## src/rtl/uart_rcvr_fifo.sv

```systemverilog
// UART receiver with mid-bit sampling, framing/parity checks and a show-ahead receive FIFO.
// Optional parity stage is compiled in when the macro UART_RCVR_PARITY_EN is defined.
module uart_rcvr_fifo #(
    parameter int CLKS_PER_BIT = 16,
    parameter int DATA_BITS    = 8,
    parameter int STOP_BITS    = 1,
    parameter int FIFO_DEPTH   = 16,
    parameter int PARITY_ODD   = 0
) (
    input  logic                          clock,
    input  logic                          reset,
    input  logic                          uart_sin,
    input  logic                          uart_msgon,
    output logic [DATA_BITS-1:0]          rx_data,
    output logic                          rx_valid,
    input  logic                          rx_ready,
    output logic [$clog2(FIFO_DEPTH):0]   fifo_count,
    output logic                          framing_err,
    output logic                          parity_err,
    output logic                          overrun
);

    localparam int CW = $clog2(CLKS_PER_BIT);
    localparam int AW = $clog2(FIFO_DEPTH);
    localparam logic [CW-1:0] HALF_BIT = CW'(CLKS_PER_BIT / 2);
    localparam logic [CW-1:0] FULL_BIT = CW'(CLKS_PER_BIT - 1);
    localparam logic PAR_ODD = (PARITY_ODD != 0);

    typedef enum logic [2:0] {
        IDLE   = 3'd0,
        START  = 3'd1,
        DATA   = 3'd2,
`ifdef UART_RCVR_PARITY_EN
        PARITY = 3'd3,
`endif
        STOP   = 3'd4,
        BREAK  = 3'd5
    } state_t;

    state_t                 r_state;
    state_t                 w_next;
    logic                   r_sinMeta;
    logic                   r_sinSync;
    logic                   r_sinPrev;
    logic [CW-1:0]          r_cnt;
    logic [3:0]             r_bitCnt;
    logic [DATA_BITS-1:0]   r_shift;
    logic                   r_capture;
    logic                   r_pushReq;
    logic                   r_framingErr;
    logic                   r_overrun;
    logic                   w_tick;
    logic                   w_framingSet;
    logic                   w_goodFrame;
    logic                   w_parFail;

    logic [DATA_BITS-1:0]   r_mem [FIFO_DEPTH];
    logic [AW-1:0]          r_wrPtr;
    logic [AW-1:0]          r_rdPtr;
    logic [AW:0]            r_count;
    logic                   w_full;
    logic                   w_pop;
    logic                   w_push;

`ifdef UART_RCVR_PARITY_EN
    logic                   r_parFail;
    logic                   r_parityErr;
    logic                   w_parSet;
    assign w_parFail  = r_parFail;
    assign parity_err = r_parityErr;
`else
    assign w_parFail  = 1'b0;
    assign parity_err = PAR_ODD & 1'b0;
`endif

    assign w_tick = (r_cnt == '0);

    // Parks in BREAK out of reset so a line that is still low cannot fake a start bit.
    always_ff @(posedge clock) begin
        if (reset) r_state <= BREAK;
        else       r_state <= w_next;
    end

    always_comb begin
        w_next       = r_state;
        w_framingSet = 1'b0;
        w_goodFrame  = 1'b0;
`ifdef UART_RCVR_PARITY_EN
        w_parSet     = 1'b0;
`endif
        case (r_state)
            IDLE:  if (r_sinPrev && !r_sinSync) w_next = START;
            START: if (w_tick) w_next = r_sinSync ? IDLE : DATA;
            DATA: begin
                if (w_tick && (r_bitCnt == 4'(DATA_BITS - 1))) begin
`ifdef UART_RCVR_PARITY_EN
                    w_next = PARITY;
`else
                    w_next = STOP;
`endif
                end
            end
`ifdef UART_RCVR_PARITY_EN
            PARITY: begin
                if (w_tick) begin
                    w_next   = STOP;
                    w_parSet = (((^r_shift) ^ r_sinSync) != PAR_ODD);
                end
            end
`endif
            STOP: begin
                if (w_tick) begin
                    if (!r_sinSync) begin
                        w_next       = BREAK;
                        w_framingSet = !w_parFail;
                    end else if (r_bitCnt == 4'(STOP_BITS - 1)) begin
                        w_next      = IDLE;
                        w_goodFrame = !w_parFail;
                    end
                end
            end
            BREAK: if (r_sinSync) w_next = IDLE;
            default: w_next = IDLE;
        endcase
    end

    // Bit timing, data shifting and error/push strobes; a parity failure suppresses later pulses.
    always_ff @(posedge clock) begin
        if (reset) begin
            r_sinMeta    <= 1'b1;
            r_sinSync    <= 1'b1;
            r_sinPrev    <= 1'b1;
            r_cnt        <= '0;
            r_bitCnt     <= '0;
            r_shift      <= '0;
            r_capture    <= 1'b0;
            r_pushReq    <= 1'b0;
            r_framingErr <= 1'b0;
`ifdef UART_RCVR_PARITY_EN
            r_parFail    <= 1'b0;
            r_parityErr  <= 1'b0;
`endif
        end else begin
            r_sinMeta    <= uart_sin;
            r_sinSync    <= r_sinMeta;
            r_sinPrev    <= r_sinSync;
            r_pushReq    <= w_goodFrame && r_capture;
            r_framingErr <= w_framingSet;
`ifdef UART_RCVR_PARITY_EN
            r_parityErr  <= w_parSet;
            if (w_parSet) r_parFail <= 1'b1;
`endif
            if (r_state == IDLE && w_next == START) begin
                r_cnt     <= HALF_BIT;
                r_capture <= uart_msgon;
`ifdef UART_RCVR_PARITY_EN
                r_parFail <= 1'b0;
`endif
            end else if (w_tick) begin
                r_cnt <= FULL_BIT;
            end else begin
                r_cnt <= r_cnt - 1'b1;
            end
            if (w_tick) begin
                if (w_next != r_state) r_bitCnt <= '0;
                else                   r_bitCnt <= r_bitCnt + 1'b1;
            end
            if (r_state == DATA && w_tick) r_shift <= {r_sinSync, r_shift[DATA_BITS-1:1]};
        end
    end

    assign w_full     = (r_count == (AW+1)'(FIFO_DEPTH));
    assign w_pop      = rx_valid && rx_ready;
    assign w_push     = r_pushReq && (!w_full || w_pop);
    assign rx_valid   = (r_count != '0);
    assign rx_data    = rx_valid ? r_mem[r_rdPtr] : '0;
    assign fifo_count = r_count;
    assign framing_err = r_framingErr;
    assign overrun    = r_overrun;

    always_ff @(posedge clock) begin
        if (w_push) r_mem[r_wrPtr] <= r_shift;
    end

    // Pointers wrap naturally because the depth is a power of two.
    always_ff @(posedge clock) begin
        if (reset) begin
            r_wrPtr   <= '0;
            r_rdPtr   <= '0;
            r_count   <= '0;
            r_overrun <= 1'b0;
        end else begin
            r_overrun <= r_pushReq && w_full && !w_pop;
            if (w_push) r_wrPtr <= r_wrPtr + 1'b1;
            if (w_pop)  r_rdPtr <= r_rdPtr + 1'b1;
            case ({w_push, w_pop})
                2'b10:   r_count <= r_count + 1'b1;
                2'b01:   r_count <= r_count - 1'b1;
                default: r_count <= r_count;
            endcase
        end
    end

endmodule

```

## config.mk

```make
export PLATFORM = sky130hd
export DESIGN_NAME = uart_rcvr_fifo
export DESIGN_NICKNAME = d
export VERILOG_FILES = /design/src/rtl/uart_rcvr_fifo.sv
export SDC_FILE = /design/constraint.sdc
export NUM_CORES = 1
export LEC_CHECK = 0
export ABC_CLOCK_PERIOD_IN_PS = 6000
export CELL_PAD_IN_SITES_DETAIL_PLACEMENT = 1
export CELL_PAD_IN_SITES_GLOBAL_PLACEMENT = 1
export CORE_ASPECT_RATIO = 0.75
export CORE_UTILIZATION = 39
export CTS_BUF_LIST = sky130_fd_sc_hd__clkbuf_4 sky130_fd_sc_hd__clkbuf_8
export DETAILED_ROUTE_END_ITERATION = 8
export PLACE_DENSITY = 0.7
export SETUP_SLACK_MARGIN = 0.5
export SLEW_MARGIN = 10
export SYNTH_ARGS = -nofsm -noshare
export SYNTH_HDL_FRONTEND = slang
export SYNTH_SLANG_ARGS = --single-unit
```

## constraint.sdc

```tcl
create_clock -name clock -period 6 [get_ports clock]
set_clock_uncertainty 0.05 [all_clocks]
set_input_delay 1.2 -clock clock [delete_from_list [all_inputs] [get_ports clock]]
set_output_delay 1.2 -clock clock [all_outputs]
set_load 0.01 [all_outputs]
```

==> results.json <==
{
  "outcome": "complete, no violations",
  "hold_buffers": 0,
  "h-tree-depth": 4,
  "endpoint_kind": "primary output",
  "grt_max_degree": 33,
  "r2r_start": "fifo_count[0]$_SDFFE_PP0P_",
  "cts_buffer_depth": 2,
  "syn_avg_cell_area_um2": 15.7,
  "placed_area_um2": 7310,
  "fin_setup_tns_ps": 0,
  "drt_iter0_markers": 242,
  "final.min_clock_period_ps": 4260,
  "die-area_um2": 18200,
  "overflow": 0,
  "ys_ff_latch": 171,
  "final_hold_viol_count": 0,
  "vias": 3634,
  "hpwl_um": 9190,
  "core_um2": 17000,
  "nNetsFinal": 473,
  "fp-row-count": 41,
  "flow.area_growth_from_synthesis_pct": 11.5,
  "grt_pass1_vias": 3842,
  "setup_viol": 0,
  "postCtsSetupBuffers": 0,
  "drc": 0,
  "slew-limit-headroom": 0.305,
  "clk_latency_ps": 450,
  "numPlacedInstances": 672,
  "nFillCells": 1689,
  "ys_seq_area_frac": 0.684,
  "start_util": 0.404,
  "max_cap_violations": 0,
  "power.total_mw": 2.11,
  "synth_edf_count": 128,
  "cts_root_buf": "clkbuf_8",
  "maxSlewViolCount": 0,
  "period_share": 0.710,
  "synthDistinctLibCells": 48,
  "gp_congestion": 0.746,
  "wirelength_um": 13600,
  "numClockSinks": 171,
  "worstHoldPathType": "flop to flop",
  "io_pins": 22,
  "yosysWarnings": 0,
  "via_per_inst": 5.16,
  "path_class": "flop to primary output",
  "die_h_um": 117,
  "route.antenna.remaining_nets": 0,
  "cts.reportedPaths.clkPinSlew_ps": 80,
  "post_cts_resize_count": 0,
  "peakVddDrop_mv": 0.131,
  "drive_gt1_frac": 0.171,
  "grt_first_pass_wirelength_um": 21500,
  "fin_area_um2": 7670,
  "p_sw_mw": 0.476,
  "firstDrtPassIters": 4,
  "cp-start-kind": "flop",
  "required_ps": 4750,
  "async_flop_share": 0,
  "swShare": 0.226,
  "worstPathArrival_ps": 3010,
  "p_int_mw": 1.63,
  "numCtsBuffers": 17,
  "port_buffers": 20,
  "pwr-share-comb": 0.037,
  "fmax_mhz": 235,
  "synth_cells": 437,
  "tightest_slew_ps": 1040,
  "die_w_um": 155,
  "p_leak_nw": 2.50,
  "p_seq_frac": 0.607,
  "fin_cells": 704,
  "min-delay-start": "r_sinMeta$_SDFF_PP1_",
  "power_density_nw_per_um2": 274,
  "syn_nets": 455,
  "rsz0062_at_grt": "no",
  "cts_tree": "built",
  "synth_flop_cell": "edfxtp_1",
  "wire_per_inst_um": 19.3,
  "antenna_found_initial": 0,
  "track_usage": 0.163,
  "cp_max_fo": 17,
  "syn_area_um2": 6880,
  "p_clk_frac": 0.356,
  "antenna_cells": 0
}
[layout make-up]
cell class / instances / area, um2 / share of cell area
multi-input combinational: 227 / 2030 / 0.265
inverter: 15 / 56.3 / 0.00734
clock buffer: 18 / 241 / 0.0315
sequential: 171 / 4710 / 0.613
tap: 236 / 295 / 0.0385
timing repair buffer: 23 / 223 / 0.0290
clock inverter: 14 / 120 / 0.0157
[cells in the mapped netlist (all sizes together) (6+ instances only)]
cell	instances	area [um2]
a21oi	10	50.1
nor3	11	60.1
edfxtp	128	3840
mux4	32	721
o22ai	8	50.1
mux2i	27	270
nand2b	6	37.5
buf	8	48.8
nor2	50	188
ha	12	150
inv	15	56.3
nand2	13	48.8
clkbuf	16	60.1
dfxtp	43	861
[power by group through the flow]
| stage | logic (mW) | clock network [mW] | registers, mW |
|---|---|---|---|
| 3_5_place_dp | 0.0779 | 0 | 1.31 |
| 6_report | 0.0778 | 0.749 | 1.28 |
| 2_1_floorplan | 0.0634 | 0 | 1.30 |
| 5_1_grt | 0.0875 | 0.815 | 1.28 |
| 3_3_place_gp | 0.0728 | 0 | 1.30 |
| 4_1_cts | 0.0780 | 0.771 | 1.28 |
[critical path, stage by stage (launching register included)]
cell             delay, ps
dfxtp_2                740
buf_4                  440
mux4_2                 560
mux2i_1                200
o22ai_1                110
clkdlybuf4s50_1        510
[layout by cell type (no fill, tap or decap), types with 3 or more instances in the layout]
cell type,count
edfxtp_1,128
nor2_1,50
dfxtp_1,42
mux4_2,32
mux2i_1,27
clkdlybuf4s50_1,20
clkbuf_8,17
inv_1,15
nand2_1,13
ha_1,12
a21oi_1,10
o22ai_1,8
nand2b_1,6
nor3_1,6
nor3_2,5
xor2_1,5
nand3_1,5
o21ai_0,5
xnor2_1,4
nor2b_1,4
nand4_1,4
inv_6,4
nor4_1,3
nor3b_1,3
or2_2,3
clkinv_2,3
buf_4,3
[path summary, 6_finish.rpt]
path,end,slack [ps],depth (start not counted)
max,rx_data[5],1740,5
min,r_sinSync$_SDFF_PP1_,380,1
max reg2reg,fifo_count[4]$_SDFFE_PP0P_,2510,11
min reg2reg,r_sinSync$_SDFF_PP1_,380,1
[layer usage]
metal | track usage | up-vias | routed length [um]
met4 | 0.0490 | 0 | 129
li1 | - | 1683 | -
met2 | 0.265 | 59 | 6550
met5 | 0 | - | 0
met1 | 0.217 | 1882 | 6500
met3 | 0.0412 | 10 | 399
[kinds of logic after synthesis]
| logic type | Yosys count | share of synthesized area |
|---|---|---|
| flops | 171 | 0.684 |
| simple gates | 110 | 0.0785 |
| mux | 60 | 0.146 |
| buf+inv | 39 | 0.0240 |
| compound gates | 34 | 0.0315 |
| fa+ha+maj | 13 | 0.0247 |
| xor+xnor | 9 | 0.0115 |
| other cells | 1 | 0.000545 |
[flip-flops by register name, indices dropped and copies added (netlist names), 3 cells and up, named ones only]
register    count
r_wrPtr         4
r_bitCnt        4
r_rdPtr         4
r_mem         128
fifo_count      5
r_state         3
r_cnt           4
r_shift         8
[stage by stage]
step | utilization | hold slack, ps | setup WS, ps
global placement | 0.429 | 354 | 1920
finish | 0.451 | 376 | 1740
CTS | 0.451 | 381 | 1620
detailed placement | 0.429 | 361 | 1750
global route | 0.451 | 397 | 1500
floorplan | - | 339 | 2530
Note: power is estimated with default switching activity, not from simulation.
